`config.mk`:
```
export PLATFORM = sky130hd
export DESIGN_NAME = dcache_port_arbiter
export DESIGN_NICKNAME = d
export VERILOG_FILES = /design/src/rtl/dcache_port_arbiter_pkg.sv /design/src/rtl/dcache_port_arbiter_rr_arbiter2.sv /design/src/rtl/dcache_port_arbiter.sv
export SDC_FILE = /design/constraint.sdc
export NUM_CORES = 1
export LEC_CHECK = 0
export BUFFER_PORTS_ARGS = -buffer_cell sky130_fd_sc_hd__buf_2
export CAP_MARGIN = 20
export CORE_AREA = 10 10 226 228
export CTS_CLUSTER_DIAMETER = 40
export DETAILED_ROUTE_END_ITERATION = 10
export DIE_AREA = 0 0 236 238
export PLACE_DENSITY_LB_ADDON = 0.1
export SLEW_MARGIN = 5
export SYNTH_ARGS = -nofsm -noshare
export SYNTH_HDL_FRONTEND = slang
export SYNTH_SLANG_ARGS = --single-unit
```
`constraint.sdc`:
```
create_clock -name clk -period 4.59 [get_ports clk]
set_clock_uncertainty 0.1 [all_clocks]
set_input_delay 0.459 -clock clk [delete_from_list [all_inputs] [get_ports clk]]
set_output_delay 0.459 -clock clk [all_outputs]
set_load 0.03 [all_outputs]
```
`src/rtl/dcache_port_arbiter_pkg.sv`:
```
// Shared definitions for the two-port DCache request arbiter: state
// encoding, op and size codes, bus widths and the latched request record.
package dcache_port_arbiter_pkg;

  localparam int ADDR_W  = 64;
  localparam int DATA_W  = 64;
  localparam int BYTES_W = 4;

  // Arbiter FSM states
  typedef enum logic [1:0] {
    ST_IDLE = 2'd0,
    ST_BUSY = 2'd1,
    ST_RESP = 2'd2
  } state_t;

  // Request op encoding
  localparam logic OP_READ  = 1'b0;
  localparam logic OP_WRITE = 1'b1;

  // Size codes (bytes-1)
  localparam logic [BYTES_W-1:0] SZ_B = 4'd0;
  localparam logic [BYTES_W-1:0] SZ_H = 4'd1;
  localparam logic [BYTES_W-1:0] SZ_W = 4'd3;
  localparam logic [BYTES_W-1:0] SZ_D = 4'd7;

  // One-hot grant values
  localparam logic [1:0] GNT_NONE = 2'b00;
  localparam logic [1:0] GNT_M0   = 2'b01;
  localparam logic [1:0] GNT_M1   = 2'b10;

  // Fields carried from a requester to the DCache port
  typedef struct packed {
    logic [ADDR_W-1:0]  addr;
    logic               op;
    logic [BYTES_W-1:0] bytes;
    logic [DATA_W-1:0]  wdata;
  } dc_req_t;

  // Bundle one requester's fields into a request record
  function automatic dc_req_t pack_req(input logic [ADDR_W-1:0]  addr,
                                       input logic               op,
                                       input logic [BYTES_W-1:0] bytes,
                                       input logic [DATA_W-1:0]  wdata);
    dc_req_t r;
    r.addr  = addr;
    r.op    = op;
    r.bytes = bytes;
    r.wdata = wdata;
    return r;
  endfunction

endpackage

```
`src/rtl/dcache_port_arbiter_rr_arbiter2.sv`:
```
// Two-way winner select. Produces a one-hot grant from {req1,req0}.
// PRIO_MODE=0: round-robin, on a tie the port not granted last wins.
// PRIO_MODE=1: fixed priority, m0 always wins a tie.
// A single requester always wins in either mode.
module rr_arbiter2
  import dcache_port_arbiter_pkg::*;
#(
  parameter int PRIO_MODE = 0
) (
  input  logic [1:0] req,
  input  logic       last_grant, // 1 = m1 was granted last
  output logic [1:0] grant
);

  // Pick the winner; no request gives an all-zero grant
  always_comb begin
    grant = GNT_NONE;
    case (req)
      2'b01: grant = GNT_M0;
      2'b10: grant = GNT_M1;
      2'b11: begin
        if (PRIO_MODE != 0) begin
          grant = GNT_M0;
        end else begin
          grant = last_grant ? GNT_M0 : GNT_M1;
        end
      end
      default: grant = GNT_NONE;
    endcase
  end

endmodule

```
`src/rtl/dcache_port_arbiter.sv`:
```
// Shares one DCache req/ack port between m0 (memory stage) and m1
// (secondary client). The winning request is registered and held until
// the DCache acks, then a single registered ack pulse with latched rdata
// is returned to the winner. All outputs come straight from flops.
//
// Handshake: a requester raises req with stable fields and holds them
// until its one-cycle ack; it drops or renews req on the edge that ends
// the ack cycle. Toward the DCache, o_dcache_req and fields stay stable
// until the one-cycle i_dcache_ack; an ack outside BUSY is ignored.
module dcache_port_arbiter
  import dcache_port_arbiter_pkg::*;
#(
  parameter int PRIO_MODE = 0
) (
  input  logic                clk,
  input  logic                rst,
  input  logic                i_m0_req,
  input  logic [ADDR_W-1:0]   i_m0_addr,
  input  logic                i_m0_op,
  input  logic [BYTES_W-1:0]  i_m0_bytes,
  input  logic [DATA_W-1:0]   i_m0_wdata,
  output logic                o_m0_ack,
  output logic [DATA_W-1:0]   o_m0_rdata,
  input  logic                i_m1_req,
  input  logic [ADDR_W-1:0]   i_m1_addr,
  input  logic                i_m1_op,
  input  logic [BYTES_W-1:0]  i_m1_bytes,
  input  logic [DATA_W-1:0]   i_m1_wdata,
  output logic                o_m1_ack,
  output logic [DATA_W-1:0]   o_m1_rdata,
  output logic                o_dcache_req,
  output logic [ADDR_W-1:0]   o_dcache_addr,
  output logic                o_dcache_op,
  output logic [BYTES_W-1:0]  o_dcache_bytes,
  output logic [DATA_W-1:0]   o_dcache_wdata,
  input  logic                i_dcache_ack,
  input  logic [DATA_W-1:0]   i_dcache_rdata,
  output logic [1:0]          o_grant,
  output logic                o_busy
);

  state_t     state;
  state_t     state_next;
  logic       last_grant;   // 1 = m1 owned the previous transaction
  logic [1:0] arb_grant;
  logic       load_req;     // IDLE with a request: capture the winner
  logic       complete;     // BUSY with DCache ack: return data
  logic       finish;       // RESP: close out the transaction
  dc_req_t    m0_fields;
  dc_req_t    m1_fields;
  dc_req_t    win_req;

  rr_arbiter2 #(
    .PRIO_MODE (PRIO_MODE)
  ) u_arb (
    .req        ({i_m1_req, i_m0_req}),
    .last_grant (last_grant),
    .grant      (arb_grant)
  );

  assign m0_fields = pack_req(i_m0_addr, i_m0_op, i_m0_bytes, i_m0_wdata);
  assign m1_fields = pack_req(i_m1_addr, i_m1_op, i_m1_bytes, i_m1_wdata);

  // Steer the winning requester's fields toward the capture registers
  always_comb begin
    win_req = m0_fields;
    if (arb_grant[1]) begin
      win_req = m1_fields;
    end
  end

  // State register
  always_ff @(posedge clk) begin
    if (rst) begin
      state <= ST_IDLE;
    end else begin
      state <= state_next;
    end
  end

  // Next-state logic and per-state action strobes
  always_comb begin
    state_next = state;
    load_req   = 1'b0;
    complete   = 1'b0;
    finish     = 1'b0;
    case (state)
      ST_IDLE: begin
        if (i_m0_req || i_m1_req) begin
          load_req   = 1'b1;
          state_next = ST_BUSY;
        end
      end
      ST_BUSY: begin
        if (i_dcache_ack) begin
          complete   = 1'b1;
          state_next = ST_RESP;
        end
      end
      ST_RESP: begin
        finish     = 1'b1;
        state_next = ST_IDLE;
      end
      default: begin
        state_next = ST_IDLE;
      end
    endcase
  end

  // Registered outputs: capture, completion and close-out of a transaction
  always_ff @(posedge clk) begin
    if (rst) begin
      o_dcache_req   <= 1'b0;
      o_dcache_addr  <= '0;
      o_dcache_op    <= OP_READ;
      o_dcache_bytes <= SZ_B;
      o_dcache_wdata <= '0;
      o_m0_ack       <= 1'b0;
      o_m1_ack       <= 1'b0;
      o_m0_rdata     <= '0;
      o_m1_rdata     <= '0;
      o_grant        <= GNT_NONE;
      o_busy         <= 1'b0;
      last_grant     <= 1'b1;
    end else begin
      if (load_req) begin
        o_dcache_req   <= 1'b1;
        o_dcache_addr  <= win_req.addr;
        o_dcache_op    <= win_req.op;
        o_dcache_bytes <= win_req.bytes;
        o_dcache_wdata <= win_req.wdata;
        o_grant        <= arb_grant;
        last_grant     <= arb_grant[1];
        o_busy         <= 1'b1;
      end
      if (complete) begin
        o_dcache_req <= 1'b0;
        // rdata is latched for writes too; it simply mirrors the DCache bus
        if (o_grant[0]) begin
          o_m0_ack   <= 1'b1;
          o_m0_rdata <= i_dcache_rdata;
        end
        if (o_grant[1]) begin
          o_m1_ack   <= 1'b1;
          o_m1_rdata <= i_dcache_rdata;
        end
      end
      if (finish) begin
        o_m0_ack <= 1'b0;
        o_m1_ack <= 1'b0;
        o_grant  <= GNT_NONE;
        o_busy   <= 1'b0;
      end
    end
  end

endmodule

```
==> impl_metrics.toml <==
[drt]
wl_um = 57600
drt-initial-drc-count = 633
drt_first_pass_iters = 5
m1WireLength_um = 22800
met2_length_um = 28200
viasPerCell = 4.72
drc_errors = 0
antenna_left = 0
highest_layer = "met5"
wl_per_cell_um = 22.2
vias = 12274
routed-wl-met3_um = 5460

[logic_synthesis]
yosysTopAreaCell = "dfxtp_1"
ys_ff_latch = 270
synth_cells = 1347
syn_nets = 1682
ys_types = 25
synth_top_area_share_pct = 46.9
synth_area_um2 = 11500
yosysWarnings = 0
syn_area_per_cell_um2 = 8.55
synth_area_leaders = "dfxtp_1 47%, nand2_1 17%, a311oi_2 17%"
seq_area_frac_synth_pct = 46.9

[job]
drv_cap = 0

[power]
vdd_drop_max_v = 0.000277
p_per_area_nw_per_um2 = 486
swShare_pct = 29.0
switchingPower_mw = 2.45
pwr-share-seq_pct = 30.8
pwr-share-clk_pct = 52.0
combPwrFrac_pct = 17.2
p_int_mw = 6.01
p_leak_nw = 7.66

[timing]
rsz0062_at_grt = "false"
finalHoldViolCount = 0
fin_setup_tns_ns = 0
finalSetupViolations = 0
final_max_slew_viol_count = 0
fin_ws_ns = 1.76
worstMarginPinSlew_ns = 0.990
fin_crit_ns = 2.83
timing.fmax_ghz = 0.353
maxSlewHeadroom_pct = 34.0
finalCritPeriodShare_pct = 61.6

[die]
fp.dieW_um = 236
rows = 79
die-area_um2 = 56200
placeableCoreArea_um2 = 46400
initial_core_util_pct = 24.8
ioPinCount = 602
die_y_um = 238

[cts]
cts-resized-gates = 0
htreeDepth = 2
cts_sinks = 270
path_clk_slew_ns = 0.05
clk_path_buf_depth = 3
clk_latency_ns = 0.59
cts_buffers = 59
cts_tree = "done"
cts-root-buf = "clkbuf_16"

[critical_path]
cp-end-kind = "flip-flop"
worstPathArrival_ns = 3.22
startpoint_type = "flip-flop"
crit_slowest_cell = "buf_4"
cp_max_fo = 77
crit_type = "reg -> reg"
cp_common_cell = "buf_4"
path_cells = "nor2_4 > buf_4 > buf_4 > a21oi_1 > a311oi_2"
cp_num_buf_inv = 2
cp.required_ns = 4.98
critPathMaxStageDelay_ns = 0.76
crit_family = "buffers and inverters"

[outcome]
status = "finished clean"

[layout]
drive_gt1_share_pct = 42.7
syn2layout_area_growth_pct = 51.2
final_common_cell = "buf_2"
most-common-layout-cells = "600 x buf_2, 522 x nand2_1, 270 x dfxtp_1, 264 x a21oi_1, 127 x a311oi_2"
fin_nets = 2280

[place]
place_hpwl_um = 40600
io_buffers = 601
place_worst_setup_slack_ns = 1.67
globalplace.congestion = 0.822

[global_routing]
grt_antenna_before_repair = 21
grt_usage_pct = 19.2
grt-ovfl-total = 0
grt_pass1_wl_um = 83700
grt_pass1_vias = 12723
grt_max_degree = 95

[worst_hold_path]
min_path_type = "in -> reg"
final timing paths:
kind | startpoint | to | slack, ns | cells past startpoint
hold reg to reg | o_m0_rdata[49] | o_m0_rdata[49] | 0.35 | 2
hold / removal | i_dcache_rdata[20] | o_m0_rdata[20] | 0.04 | 3
setup reg to reg | state[1] | o_dcache_wdata[16] | 1.76 | 5
setup / recovery | state[1] | o_dcache_wdata[16] | 1.76 | 5
worst register-to-register path: stages, from the launching register on:
cell      delay [ns]
dfxtp_1         0.41
nor2_4          0.17
buf_4           0.76
buf_4           0.80
a21oi_1         0.22
a311oi_2        0.28
metal layers:
| layer | track usage, % | vias to the layer above |
|---|---|---|
| li1 | - | 5879 |
| met3 | 8.45 | 95 |
| met2 | 32.7 | 450 |
| met1 | 21.6 | 5826 |
| met4 | 4.68 | 24 |
| met5 | 0 | - |
power groups by stage:
| stage | clock, mW | sequential, mW | combinational [mW] |
|---|---|---|---|
| 5_1_grt | 4.61 | 2.62 | 1.56 |
| 3_3_place_gp | 0 | 2.64 | 1.43 |
| 4_1_cts | 4.50 | 2.60 | 1.47 |
| 3_5_place_dp | 0 | 2.64 | 1.44 |
| 6_report | 4.40 | 2.60 | 1.46 |
| 2_1_floorplan | 0 | 2.95 | 0.619 |
synthesized netlist by cell type:
cell,count
a311oi_1,6
o21a_1,6
and2_4,1
clkbuf_1,61
and4b_1,2
nand2_1,522
a21boi_0,1
buf_4,4
a21boi_1,1
buf_2,49
o21ai_0,2
a311oi_2,127
nand4b_1,2
o211a_1,1
or2_1,1
a21bo_2,1
dfxtp_1,270
buf_1,2
a21oi_1,264
buf_6,16
nor2b_1,1
and3_1,2
inv_1,2
nor2_1,2
nor3_1,1
final cells by class:
| class | count | area, um2 |
|---|---|---|
| fill | 4947 | 28900 |
| multi-input combinational | 943 | 5440 |
| sequential | 270 | 5410 |
| timing repair buffer | 669 | 3740 |
| clock buffer | 73 | 1600 |
| tap | 607 | 759 |
| clock inverter | 33 | 445 |
| antenna | 4 | 10.0 |
| inverter | 2 | 7.51 |
logic make-up after synthesis:
group                  count (synthesis)  share of synthesized area (%)
AO/OA/AOI/OAI                        409                           29.3
flip-flops                           270                           46.9
buffers and inverters                134                           6.07
AND/OR/NAND/NOR                      534                           17.7
stage by stage:
step	cell area [um2]	total power, mW	util (%)	hold WS (ns)	std cells
finish	17400	8.46	37.6	0.0365	2601
global route	17400	8.79	37.5	0.0189	2599
CTS	17400	8.57	37.5	0.000222	2597
detailed placement	14800	4.08	32.0	0.344	2440
global placement	14800	4.07	32.0	0.338	2439
floorplan	11500	3.57	-	0.428	1347
registers in the layout, summed over array words and instances (netlist names):
register	count
o_dcache_addr	64
o_dcache_wdata	64
o_m0_rdata	64
o_m1_rdata	64
o_dcache_bytes	4
o_grant	2
state	2
last_grant	1
o_busy	1
o_dcache_op	1
o_dcache_req	1
o_m0_ack	1
o_m1_ack	1
repair_timing:
action / in CTS / in global routing
setup buffers: 0 / 0
hold endpoints to repair: 92 / 0
hold buffers: 51 / 0
No activity file was read; power rests on OpenSTA's default activity.
